`config.mk`:
```
export PLATFORM = sky130hd
export DESIGN_NAME = btn_cond4
export DESIGN_NICKNAME = d
export VERILOG_FILES = /design/src/rtl/btn_cond4.sv
export SDC_FILE = /design/constraint.sdc
export NUM_CORES = 1
export LEC_CHECK = 0
export ABC_CLOCK_PERIOD_IN_PS = 5400
export BUFFER_PORTS_ARGS = -buffer_cell sky130_fd_sc_hd__buf_4
export CAP_MARGIN = 10
export CORE_ASPECT_RATIO = 0.9
export CORE_MARGIN = 8
export CORE_UTILIZATION = 35
export DETAILED_ROUTE_END_ITERATION = 8
export PLACE_DENSITY_LB_ADDON = 0.08
export SYNTH_ARGS = -nofsm -noshare
export SYNTH_HDL_FRONTEND = slang
export SYNTH_SLANG_ARGS = --single-unit
```
`constraint.sdc`:
```
create_clock -name clk -period 5.4 [get_ports clk]
set_clock_uncertainty 0.15 [all_clocks]
set_input_delay 1.08 -clock clk [delete_from_list [all_inputs] [get_ports clk]]
set_output_delay 1.08 -clock clk [all_outputs]
set_load 0.01 [all_outputs]
```
`src/rtl/btn_cond4.sv`:
```
// Four-channel push-button conditioner: 2-flop synchroniser, counter debounce,
// and single-cycle press / release / auto-repeat pulses used as clock enables.
module btn_cond4 #(
  parameter int N_BTN     = 4,
  parameter int DB_CYCLES = 1000000,
  parameter int RPT_DELAY = 50000000,
  parameter int RPT_RATE  = 10000000
) (
  input  logic             clk,
  input  logic             rst,
  input  logic [N_BTN-1:0] btn_raw,
  input  logic             rpt_en,
  output logic [N_BTN-1:0] btn_level,
  output logic [N_BTN-1:0] btn_press,
  output logic [N_BTN-1:0] btn_release
);

  localparam int DCW     = $clog2(DB_CYCLES) + 1;
  localparam int RPT_MAX = (RPT_DELAY > RPT_RATE) ? RPT_DELAY : RPT_RATE;
  localparam int HCW     = $clog2(RPT_MAX) + 1;

  localparam logic [DCW-1:0] DC_LAST  = DCW'(DB_CYCLES - 1);
  localparam logic [HCW-1:0] HC_DELAY = HCW'(RPT_DELAY - 1);
  localparam logic [HCW-1:0] HC_RATE  = HCW'(RPT_RATE - 1);

  logic [N_BTN-1:0]           sync1_q, sync1_d;
  logic [N_BTN-1:0]           sync2_q, sync2_d;
  logic [N_BTN-1:0]           level_q, level_d;
  logic [N_BTN-1:0][DCW-1:0]  dc_q, dc_d;
  logic [N_BTN-1:0][HCW-1:0]  hc_q, hc_d;
  logic [N_BTN-1:0]           phase_q, phase_d;
  logic [N_BTN-1:0]           press_q, press_d;
  logic [N_BTN-1:0]           release_q, release_d;

  always_comb begin
    // NOTE: every signal written here gets a default first, so no path can infer a latch.
    sync1_d   = btn_raw;
    sync2_d   = sync1_q;
    level_d   = level_q;
    dc_d      = dc_q;
    hc_d      = hc_q;
    phase_d   = phase_q;
    press_d   = '0;
    release_d = '0;

    for (int i = 0; i < N_BTN; i++) begin
      if (sync2_q[i] == level_q[i]) begin
        dc_d[i] = '0;
      end else if (dc_q[i] < DC_LAST) begin
        dc_d[i] = dc_q[i] + 1'b1;
      end else begin
        level_d[i]   = sync2_q[i];
        dc_d[i]      = '0;
        press_d[i]   = sync2_q[i];
        release_d[i] = ~sync2_q[i];
      end

      // An accepted edge owns this cycle; the repeat timer restarts and cannot pulse.
      if (press_d[i] || release_d[i]) begin
        hc_d[i]    = '0;
        phase_d[i] = 1'b0;
      end else if (level_q[i] && rpt_en) begin
        if (hc_q[i] >= (phase_q[i] ? HC_RATE : HC_DELAY)) begin
          press_d[i] = 1'b1;
          hc_d[i]    = '0;
          phase_d[i] = 1'b1;
        end else begin
          hc_d[i] = hc_q[i] + 1'b1;
        end
      end else begin
        hc_d[i]    = '0;
        phase_d[i] = 1'b0;
      end
    end
  end

  always_ff @(posedge clk) begin
    // NOTE: state registers use non-blocking assignments so all flops update together at the edge.
    if (rst) begin
      sync1_q   <= '0;
      sync2_q   <= '0;
      level_q   <= '0;
      dc_q      <= '0;
      hc_q      <= '0;
      phase_q   <= '0;
      press_q   <= '0;
      release_q <= '0;
    end else begin
      sync1_q   <= sync1_d;
      sync2_q   <= sync2_d;
      level_q   <= level_d;
      dc_q      <= dc_d;
      hc_q      <= hc_d;
      phase_q   <= phase_d;
      press_q   <= press_d;
      release_q <= release_d;
    end
  end

  assign btn_level   = level_q;
  assign btn_press   = press_q;
  assign btn_release = release_q;

endmodule
```
==> results_dict.tcl <==
set metrics [dict create \
    status "completed" \
    hold_viol 0 \
    p_leak_nw 3.79 \
    min_path_cells 1 \
    tns_ps 0 \
    grt_max_degree 28 \
    start_kind "flip-flop" \
    cts_made_buffers 25 \
    use_met1_pct 17.8 \
    cap_violations 0 \
    crit_cells 7 \
    critPathMaxStageDelay_ps 710 \
    gr-total-overflow 0 \
    io_pins 19 \
    dpl_worst_slack_ps 2330 \
    grt_busiest_layer "met1" \
    finalCoreUtilization_pct 40.3 \
    path_clk_slew_ps 60 \
    syn_to_final_growth_pct 12.9 \
    gp_congestion 0.720 \
    worstPathArrival_ps 3330 \
    fin_crit_ps 3080 \
    required_ps 5650 \
    final_nets 1214 \
    period_share_pct 57.0 \
    wl_per_cell_um 13.3 \
    dp_hpwl_mm 14.0 \
    viasPerCell 4.90 \
    met3_usage_pct 2.03 \
    synthFlopType "dfxtp_1" \
    synthCells 1155 \
    clock_latency_ps 520 \
    fin_cells 1579 \
    worst_pin_slew_ps 1180 \
    dieArea_um2 35300 \
    clock-root-buffer "clkbuf_16" \
    ctsResizeCount 0 \
    netlist_top_cells_count "dfxtp_1 (216), nor2_1 (138), nor3_1 (94)" \
    row_count 59 \
    dp.cells 1535 \
    cts.sinks 216 \
    synth_most_common_cell "dfxtp_1" \
    htree_levels 1 \
    die_w_um 197 \
    critical_path_buf_inv_count 1 \
    finalWorstSetupSlack_ps 2320 \
    max_freq_ghz 0.325 \
    yosysWarnings 0 \
    synth_top_area_share_pct 41.9 \
    postRouteAntennaNets 0 \
    drt-initial-drc-count 283 \
    critPathTopFamily "compound AO/OA/AOI/OAI gates" \
    drive_gt1_share_pct 9.38 \
    antenna_found_initial 0 \
    ir_drop_v 0.000224 \
    die_y_um 179 \
    first_global_vias 7260 \
    ys_ff_latch 216 \
    multi_input_area_um2 5720 \
    use_met2_pct 17.6 \
    slew_headroom_pct 21.2 \
    yosysSeqAreaShare_pct 41.9 \
    async_flop_share_pct 0 \
    start_util_pct 35.7 \
    rsz0062_at_grt "no" \
    synth-edff-count 0 \
    post_cts_buffers 0 \
    critPathMaxFanout 17 \
    vias 7736 \
    yosys.area.top_type "dfxtp_1" \
    slew_violations 0 \
    grt_pass1_wl_mm 36.2 \
    route.detailed.drc 0 \
    core-area_um2 28900 \
    powerDensity_nw_per_um2 281 \
    clockBufferDepth 3 \
    critPathSlowestCell "a2111oi_0" \
    cts_tree "done" \
    cts_hold_buf 0 \
    synth_area_per_cell_um2 8.94 \
    routed_wl_mm 20.9 \
    synth_cell_types 71 \
    firstDrtPassIters 4 \
    hold_path_class "flip-flop to flip-flop" \
    crit_top_cell "a21oi_1" \
    register_area_um2 4320 \
    n_fill_cell 2952 \
    path_cells "ha_1 > a21oi_1 > a21oi_1 > a2111oi_0 > a31oi_4 > buf_4 > o311a_1" \
    reg2regPathDepth 7 \
    setup_viol 0 \
    grt.total_usage_pct 12.0 \
    synth.area.top_cells "dfxtp_1 (42%), xnor2_1 (7.5%), xor2_1 (6.9%), nor2_1 (5.0%), ha_1 (4.8%)" \
    critPathKind "flip-flop to flip-flop" \
    port_buffers 18 \
    n_antenna_cell 0 \
    syn_area_um2 10300 \
    end_kind "flip-flop" \
]
-- placed cells by master (no fill, tap or decap), types with 8 or more instances in the layout --
master / n
ha_1: 40
xnor2_1: 88
dfxtp_1: 216
xor2_1: 81
nand2_1: 68
inv_1: 31
nor2b_1: 12
nor4_1: 23
nor2_1: 138
o21ai_0: 11
and4_1: 17
clkbuf_16: 25
nor2_2: 8
buf_4: 26
nand3_1: 59
nor3_1: 94
a21oi_1: 11
nor3_2: 20
nand4_1: 51
and3_1: 24
-- layer usage --
layer,routed length (um),up-vias
li1,-,4087
met1,11500,3564
met2,8310,59
met3,596,26
met4,474,0
met5,0,-
-- through the flow --
stage	power, mW	hold WS (ps)	cell area, um2
final	3.27	280	11700
after global routing	3.40	294	11700
after CTS	3.34	284	11600
after detailed placement	1.68	276	10900
after global placement	1.68	272	10900
after floorplan	1.66	263	10300
-- registers in the layout, indices dropped and copies added, names as in the netlist --
register and count:
sync2_q 4, btn_release 4, btn_level 4, hc_q 108, dc_q 84, phase_q 4
btn_press 4, sync1_q 4
-- final timing paths --
kind,slack [ps],start,to
hold / removal,280,sync1_q[2]$_SDFF_PP0_,sync2_q[2]$_SDFF_PP0_
setup / recovery,2320,phase_q[3]$_SDFFE_PP0P_,btn_press[3]$_SDFF_PP0_
setup reg to reg,2320,phase_q[3]$_SDFFE_PP0P_,btn_press[3]$_SDFF_PP0_
hold reg to reg,280,sync1_q[2]$_SDFF_PP0_,sync2_q[2]$_SDFF_PP0_
-- logic make-up (layout without fill, tap and decap cells) --
logic type      Yosys count  count (layout)  synth area share (%)
compound gates           91              91                  6.69
xor+xnor                169             169                  14.3
fa+ha+maj                40              40                  4.85
buf+inv                  76             101                  3.20
flops                   216             216                  41.9
mux                       2               2                 0.194
other cells               1               4                0.0363
simple gates            560             560                  28.8
-- power breakdown --
part / switching (mW) / total (mW) / internal (mW) / leakage, nW
sequential: 0.00551 / 1.61 / 1.60 / 1.74
combinational: 0.0236 / 0.0378 / 0.0141 / 1.66
clock: 0.649 / 1.63 / 0.977 / 0.385
total: 0.678 / 3.27 / 2.59 / 3.79
-- layout make-up --
type | count | area share [%]
clock buffers | 38 | 6.30
clock inverters | 5 | 0.451
inverters | 31 | 0.998
multi-input cells | 866 | 49.1
flip-flops and latches | 216 | 37.1
well taps | 396 | 4.25
repair buffers | 27 | 1.80
-- worst reg2reg max path: stages, from the launching register on --
cell and delay [ps]:
dfxtp_1 510, ha_1 320, a21oi_1 140, a21oi_1 80
a2111oi_0 710, a31oi_4 380, buf_4 330, o311a_1 340
No activity file was read; power rests on OpenSTA's default activity.
